===== src/rtl/ldm_stm_sequencer_pkg.sv =====
// Shared types and constants for the LDM/STM register-list sequencer.
package ldm_stm_sequencer_pkg;

    localparam int unsigned LIST_W     = 16;
    localparam int unsigned IDX_W      = 4;
    localparam int unsigned CNT_W      = 5;
    localparam int unsigned WORD_BYTES = 4;

    typedef enum logic [1:0] {
        ST_IDLE = 2'd0,
        ST_RUN  = 2'd1,
        ST_DONE = 2'd2
    } state_e;

    // Addressing modes encoded as {up, pre}
    localparam logic [1:0] MODE_IA = 2'b10;
    localparam logic [1:0] MODE_IB = 2'b11;
    localparam logic [1:0] MODE_DA = 2'b00;
    localparam logic [1:0] MODE_DB = 2'b01;

endpackage


===== src/rtl/ldm_stm_sequencer_reglist_priority_encoder.sv =====
// 16->4 lowest-set-bit encoder over the remaining register mask.
module reglist_priority_encoder
    import ldm_stm_sequencer_pkg::*;
(
    input  logic [LIST_W-1:0] mask,
    output logic [IDX_W-1:0]  idx,
    output logic              valid
);

    // Scan from the top so the lowest set bit is the last one written
    always_comb begin
        idx   = '0;
        valid = 1'b0;
        for (int i = LIST_W - 1; i >= 0; i--) begin
            if (mask[i]) begin
                idx   = IDX_W'(i);
                valid = 1'b1;
            end
        end
    end

endmodule


===== src/rtl/ldm_stm_sequencer.sv =====
// Register-list sequencer for LDM/STM block transfers: walks the list in
// ascending register order, producing per-step register index and address,
// plus the base write-back value.
module ldm_stm_sequencer #(
    parameter int unsigned ADDR_W     = 32,
    parameter int unsigned WORD_BYTES = ldm_stm_sequencer_pkg::WORD_BYTES
) (
    input  logic              clk,
    input  logic              rst,
    input  logic              start,
    input  logic [15:0]       reg_list,
    input  logic [ADDR_W-1:0] base_addr,
    input  logic              up,
    input  logic              pre,
    input  logic              step,
    output logic              busy,
    output logic              done,
    output logic [3:0]        reg_idx,
    output logic [ADDR_W-1:0] xfer_addr,
    output logic [ADDR_W-1:0] wb_addr,
    output logic [4:0]        count,
    output logic              pc_in_list
);

    import ldm_stm_sequencer_pkg::*;

    localparam logic [ADDR_W-1:0] STEP_BYTES = ADDR_W'(WORD_BYTES);

    state_e             state_q, state_d;
    logic [LIST_W-1:0]  mask_q, mask_d;
    logic [ADDR_W-1:0]  xfer_d, wb_d;
    logic [CNT_W-1:0]   count_d;
    logic               pc_d, busy_d, done_d;

    logic [IDX_W-1:0]   enc_idx;
    logic               enc_valid;
    logic [LIST_W-1:0]  mask_next;
    logic               advance;

    logic [1:0]         pc_l1 [8];
    logic [2:0]         pc_l2 [4];
    logic [3:0]         pc_l3 [2];
    logic [CNT_W-1:0]   n_regs;
    logic [ADDR_W-1:0]  span;

    reglist_priority_encoder u_enc (
        .mask  (mask_q),
        .idx   (enc_idx),
        .valid (enc_valid)
    );

    assign reg_idx = enc_idx;

    // Popcount of the incoming list as a balanced adder tree
    always_comb begin
        for (int i = 0; i < 8; i++) begin
            pc_l1[i] = 2'(reg_list[2*i]) + 2'(reg_list[2*i+1]);
        end
        for (int i = 0; i < 4; i++) begin
            pc_l2[i] = 3'(pc_l1[2*i]) + 3'(pc_l1[2*i+1]);
        end
        for (int i = 0; i < 2; i++) begin
            pc_l3[i] = 4'(pc_l2[2*i]) + 4'(pc_l2[2*i+1]);
        end
        n_regs = CNT_W'(pc_l3[0]) + CNT_W'(pc_l3[1]);
        span   = ADDR_W'(n_regs) * STEP_BYTES;
    end

    // Remaining mask with the current (lowest) register retired
    assign mask_next = mask_q & (mask_q - LIST_W'(1));
    assign advance   = (state_q == ST_RUN) && step && enc_valid;

    // State and datapath registers
    always_ff @(posedge clk or negedge rst) begin
        if (!rst) begin
            state_q    <= ST_IDLE;
            mask_q     <= '0;
            xfer_addr  <= '0;
            wb_addr    <= '0;
            count      <= '0;
            pc_in_list <= 1'b0;
            busy       <= 1'b0;
            done       <= 1'b0;
        end else begin
            state_q    <= state_d;
            mask_q     <= mask_d;
            xfer_addr  <= xfer_d;
            wb_addr    <= wb_d;
            count      <= count_d;
            pc_in_list <= pc_d;
            busy       <= busy_d;
            done       <= done_d;
        end
    end

    // Next-state logic; start wins over step and aborts a running list
    always_comb begin
        state_d = state_q;
        if (start) begin
            state_d = (n_regs == '0) ? ST_DONE : ST_RUN;
        end else if (advance && (mask_next == '0)) begin
            state_d = ST_DONE;
        end
    end

    // Next values of the registered outputs and the remaining mask
    always_comb begin
        mask_d  = mask_q;
        xfer_d  = xfer_addr;
        wb_d    = wb_addr;
        count_d = count;
        pc_d    = pc_in_list;
        busy_d  = (state_d == ST_RUN);
        done_d  = (state_d == ST_DONE);
        if (start) begin
            mask_d  = reg_list;
            count_d = n_regs;
            pc_d    = reg_list[15];
            wb_d    = up ? (base_addr + span) : (base_addr - span);
            unique case ({up, pre})
                MODE_IA: xfer_d = base_addr;
                MODE_IB: xfer_d = base_addr + STEP_BYTES;
                MODE_DA: xfer_d = base_addr - span + STEP_BYTES;
                MODE_DB: xfer_d = base_addr - span;
                default: xfer_d = base_addr;
            endcase
        end else if (advance) begin
            mask_d = mask_next;
            xfer_d = xfer_addr + STEP_BYTES;
        end
    end

endmodule


===== config.mk =====
export PLATFORM = sky130hd
export DESIGN_NAME = ldm_stm_sequencer
export DESIGN_NICKNAME = d
export VERILOG_FILES = /design/src/rtl/ldm_stm_sequencer_pkg.sv /design/src/rtl/ldm_stm_sequencer_reglist_priority_encoder.sv /design/src/rtl/ldm_stm_sequencer.sv
export SDC_FILE = /design/constraint.sdc
export NUM_CORES = 1
export LEC_CHECK = 0
export CORE_ASPECT_RATIO = 1.1
export CORE_UTILIZATION = 56
export CTS_CLUSTER_SIZE = 14
export DETAILED_ROUTE_END_ITERATION = 16
export PLACE_DENSITY = 0.83
export SLEW_MARGIN = 20
export SYNTH_ARGS = -nofsm -noshare
export SYNTH_HDL_FRONTEND = slang
export SYNTH_SLANG_ARGS = --single-unit
export TNS_END_PERCENT = 100

===== constraint.sdc =====
create_clock -name clk -period 2.8 [get_ports clk]
set_clock_uncertainty 0.1 [all_clocks]
set_input_delay 0.56 -clock clk [delete_from_list [all_inputs] [get_ports clk]]
set_output_delay 0.56 -clock clk [all_outputs]
set_load 0.05 [all_outputs]

==> results.sh, run 1 <==
export IMPL_status="stopped before the end"
export IMPL_failing_step="global routing (5_1_grt)"
export IMPL_first_error="[ERROR GRT-0232] Routing congestion too high. Check the congestion heatmap in the GUI."
export IMPL_htreeDepth=3
export IMPL_synth_edf_count=0
export IMPL_cts_buffer_depth=2
export IMPL_crit_endpoint="xfer_addr[28]$_DFFE_PN0N_/D"
export IMPL_ys_seq_elements=90
export IMPL_grt_max_degree=112
export IMPL_gr_total_overflow=49
export IMPL_dp_final_hpwl_um=22400
export IMPL_yosys_warnings=0
export IMPL_cts_root_buf="clkbuf_16"
export IMPL_gp_congestion=0.982
export IMPL_io_pins=130
export IMPL_avgSynthCellArea_um2=8.13
export IMPL_die_width_um=119
export IMPL_start_util_pct=57.7
export IMPL_syn_nets=1117
export IMPL_synthesis_area_um2=8370
export IMPL_ys_seq_area_share_pct=26.9
export IMPL_die_h_um=130
export IMPL_cts_buffers=9
export IMPL_grt_usage_pct=77.0
export IMPL_ys_flop_type="dfrtp_1"
export IMPL_syn_inst=1030
export IMPL_worst_ep_kind="register input"
export IMPL_netlist_cell_type_count=80
export IMPL_async_flop_share_pct=100
export IMPL_clock_sinks=90
export IMPL_rows=46
export IMPL_dpl_worst_slack_ns=-4.35
export IMPL_io_buffers=129
## metal layers
| metal | GRT overflow | GRT usage (%) |
|---|---|---|
| met5 | 0 | 17.8 |
| met4 | 21 | 79.2 |
| met3 | 0 | 57.7 |
| met2 | 28 | 95.8 |
| met1 | 0 | 78.7 |
## repair_timing
| item | CTS |
|---|---|
| endpoints found under the setup margin | 69 |
| hold buffers | 0 |
| pin swaps | 91 |
| setup buffers | 37 |
| resized for setup | 212 |
## cell usage after synthesis (5+ instances only)
master | instances | area (um2)
a221oi_1 | 6 | 52.6
nand2b_1 | 6 | 37.5
nor3_1 | 37 | 185
ha_1 | 21 | 263
nor2b_1 | 11 | 68.8
buf_2 | 6 | 30.0
buf_1 | 6 | 22.5
nor4_1 | 15 | 93.8
a31oi_1 | 14 | 87.6
nor2_1 | 58 | 218
fa_1 | 12 | 240
and3_1 | 18 | 113
a21o_1 | 11 | 82.6
o311ai_0 | 9 | 78.8
mux2i_1 | 10 | 100
nand3_1 | 44 | 220
o21a_1 | 6 | 45.0
xnor2_1 | 69 | 604
o211ai_1 | 11 | 82.6
dfrtp_1 | 90 | 2250
or3_1 | 25 | 156
inv_1 | 60 | 225
o31ai_1 | 11 | 82.6
or4_1 | 10 | 75.1
xor2_1 | 38 | 333
nand3b_1 | 5 | 37.5
mux2_2 | 32 | 360
o32ai_1 | 5 | 43.8
o22ai_1 | 12 | 75.1
o21ai_0 | 67 | 335
nand4_1 | 12 | 75.1
clkbuf_1 | 55 | 206
nand2_1 | 106 | 398
o21ai_1 | 5 | 25.0
a21oi_1 | 43 | 215
## through the flow
step / setup TNS (ns) / cells / hold slack (ns) / instance area (um2)
2_1_floorplan: -169.51 / 1030 / 0.164 / 8770
3_3_place_gp: -232.42 / 1506 / 0.368 / 11800
3_5_place_dp: -239.26 / 1506 / 0.379 / 11800
4_1_cts: -181.29 / 1558 / 0.0207 / 13100
## cell families after synthesis
kind of cell | Yosys count | synth area share, %
AOI/OAI and AO/OA | 257 | 21.3
xor gates and xnor gates | 107 | 11.2
adders and majority gates | 35 | 6.25
buffers and inverters | 130 | 6.02
DFF | 90 | 26.9
muxes | 42 | 5.50
and+or+nand+nor | 369 | 22.8
==> inputs of run 2 (changes only) <==
- CORE_ASPECT_RATIO: 1.1 -> unset
- CORE_UTILIZATION: 56 -> 40
- CTS_CLUSTER_SIZE: 14 -> unset
- PLACE_DENSITY: 0.83 -> unset
- PLACE_DENSITY_LB_ADDON: unset -> 0.15
==> results.sh, run 2 <==
export IMPL_setup_viol=69
export IMPL_grt_setup_unrepaired="true"
export IMPL_fin_crit_ns=6.10
export IMPL_status="complete, but fails checks"
export IMPL_end_kind="flip-flop"
export IMPL_fillers=1589
export IMPL_setup_ws_ns=-3.30
export IMPL_multi_input_area_um2=6930
export IMPL_cp_top_family="adder cells"
export IMPL_io_buffers=129
export IMPL_die_width_um=147
export IMPL_io_pins=130
export IMPL_r2r_cells=9
export IMPL_area_growth_pct=64.7
export IMPL_hold_viol=0
export IMPL_synth_edf_count=0
export IMPL_n_antenna_cell=0
export IMPL_final_common_cell="buf_4"
export IMPL_avgSynthCellArea_um2=8.13
export IMPL_worst_pin_slew_ns=0.554
export IMPL_firstDrtPassIters=5
export IMPL_max_stage_delay_ns=0.55
export IMPL_grt_max_degree=112
export IMPL_wl_per_cell_um=19.4
export IMPL_synth_top_area_share_pct=26.9
export IMPL_gp_congestion=0.941
export IMPL_ys_seq_elements=90
export IMPL_maxCapViolations=0
export IMPL_slew_headroom_pct=62.6
export IMPL_cts_root_buf="clkbuf_16"
export IMPL_reg2reg_to="xfer_addr[27]"
export IMPL_antenna_left=0
export IMPL_largestRegisters="wb_addr: 32 flops, xfer_addr: 32 flops, mask_q: 16 flops"
export IMPL_cts_buffers=9
export IMPL_vias=9629
export IMPL_p_per_area_nw_per_um2=769
export IMPL_grt_pass1_vias=8994
export IMPL_grt_usage_pct=29.0
export IMPL_setup_worst_path_start_class="input pin"
export IMPL_slew_violations=0
export IMPL_violations="negative setup slack"
export IMPL_tritoncts="yes"
export IMPL_postCtsHoldBufs=0
export IMPL_ys_seq_area_share_pct=26.9
export IMPL_drive_gt1_share_pct=39.2
export IMPL_crit_path_max_fanout=3
export IMPL_cts_buffer_depth=2
export IMPL_dpl_cell_count=1606
export IMPL_worst_setup_path_type="in -> reg"
export IMPL_clock_sinks=90
export IMPL_start_util_pct=41.1
export IMPL_ir_drop_mv=0.658
export IMPL_antenna_found_initial=0
export IMPL_p_leak_uw=0.00569
export IMPL_syn_nets=1117
export IMPL_cp_data_required_time_ns=2.94
export IMPL_final_cell_count_no_fill=1665
export IMPL_clock_latency_ns=0.37
export IMPL_async_flop_share_pct=100
export IMPL_yosys_area_top_type="dfrtp_1"
export IMPL_seq_area_um2=2250
export IMPL_min_period_over_period_pct=218
export IMPL_grt_pass1_wl_um=49500
export IMPL_synth_most_common_cell="nand2_1"
export IMPL_die_h_um=147
export IMPL_path_clk_slew_ns=0.08
export IMPL_yosys_warnings=0
export IMPL_max_freq_ghz=0.164
export IMPL_syn_inst=1030
export IMPL_nets=1477
export IMPL_arrival_ns=6.24
export IMPL_hold_path_class="in -> async"
export IMPL_final_cell_mix="235 x buf_4, 114 x clkdlybuf4s50_1, 99 x nand2_1, 89 x dfrtp_1, 55 x buf_6"
export IMPL_drc=0
export IMPL_r2r_slack_ns=0.09
export IMPL_htreeDepth=3
export IMPL_ys_flop_type="dfrtp_1"
export IMPL_crit_slowest_cell="fa_1"
export IMPL_via_per_inst=5.78
export IMPL_cp_num_buf_inv=8
export IMPL_core_area_um2=20400
export IMPL_synth_area_leaders="dfrtp_1 27%, xnor2_1 7.2%, nand2_1 4.8%, mux2_2 4.3%, o21ai_0 4.0%"
export IMPL_rows=52
export IMPL_drt_initial_drc_count=907
export IMPL_synthesis_area_um2=8370
export IMPL_dieArea_um2=21500
export IMPL_dp_final_hpwl_um=22600
export IMPL_gr_total_overflow=0
export IMPL_netlist_cell_type_count=80
export IMPL_yosys_top_cells_count="106 x nand2_1, 90 x dfrtp_1, 69 x xnor2_1, 67 x o21ai_0, 60 x inv_1"
export IMPL_setup_tns_ns=-172.97
export IMPL_postRouteWirelength_um=32400
export IMPL_r2r_start="xfer_addr[7]"
-- run 2: how the worst max path moves through the flow --
stage                       from       endpoint  slack, ns  depth (start not counted)
finish              reg_list[13]  xfer_addr[20]      -3.30                         26
global route        reg_list[13]  xfer_addr[31]      -3.45                         26
CTS                 reg_list[13]  xfer_addr[24]      -3.30                         21
detailed placement   reg_list[9]  xfer_addr[19]      -4.27                         23
global placement     reg_list[9]  xfer_addr[19]      -4.26                         23
floorplan            reg_list[9]  xfer_addr[20]      -3.31                         19
-- run 2: metrics by stage --
| step | hold slack, ns | setup WS (ns) | area, um2 | utilization, % | total power [uW] |
|---|---|---|---|---|---|
| finish | 0.00291 | -3.30 | 13800 | 67.7 | 10600 |
| CTS | 0.0151 | -3.30 | 13300 | 65.4 | 10000 |
| global placement | 0.370 | -4.26 | 12000 | 59.1 | 7570 |
| floorplan | 0.164 | -3.31 | 8770 | - | 5340 |
| global route | 0.0262 | -3.45 | 13800 | 67.7 | 11100 |
| detailed placement | 0.380 | -4.27 | 12000 | 59.1 | 7630 |
-- run 2: logic make-up after synthesis --
group                    after synthesis  synth area share, %
AO/OA/AOI/OAI                        257                 21.3
XOR/XNOR                             107                 11.2
AND/OR/NAND/NOR                      369                 22.8
multiplexers                          42                 5.50
adder cells (fa/ha/maj)               35                 6.25
flip-flops                            90                 26.9
buffers and inverters                130                 6.02
-- run 2: area by class of cell --
| class | instances | area share (%) |
|---|---|---|
| inverters | 61 | 1.71 |
| well taps | 270 | 2.45 |
| multi-input cells | 810 | 50.3 |
| flip-flops and latches | 90 | 16.3 |
| clock inverters | 7 | 0.526 |
| clock buffers | 9 | 1.63 |
| repair buffers | 418 | 27.0 |
-- run 2: metal layers --
metal / vias to the layer above / share of wire [%] / global-route usage (%)
li1: 4439 / - / -
met1: 4614 / 45 / 43.5
met2: 511 / 44 / 43.2
met3: 65 / 9.0 / 4.38
met4: 0 / 2.0 / 7.14
met5: - / 0 / 0
-- run 2: power by group --
part	switching [uW]	total [uW]	leakage, uW	internal (uW)
clock	658	1290	0.000136	631
combinational	3940	7550	0.00449	3610
sequential	213	1760	0.00107	1550
total	4810	10600	0.00569	5790
-- run 2: what timing repair did --
action / CTS / global route
setup endpoints to repair: 69 / 70
hold endpoints to repair: 0 / 0
resized for setup: 197 / 75
buffers inserted: 32 / 22
pin swaps: 99 / 75
(Power assumes the default switching activity.)
==> inputs of run 3 (changes only) <==
- CAP_MARGIN: unset -> 10
==> results of run 3 <==
The final DEF is identical to that of run 2; final timing and power are the same.
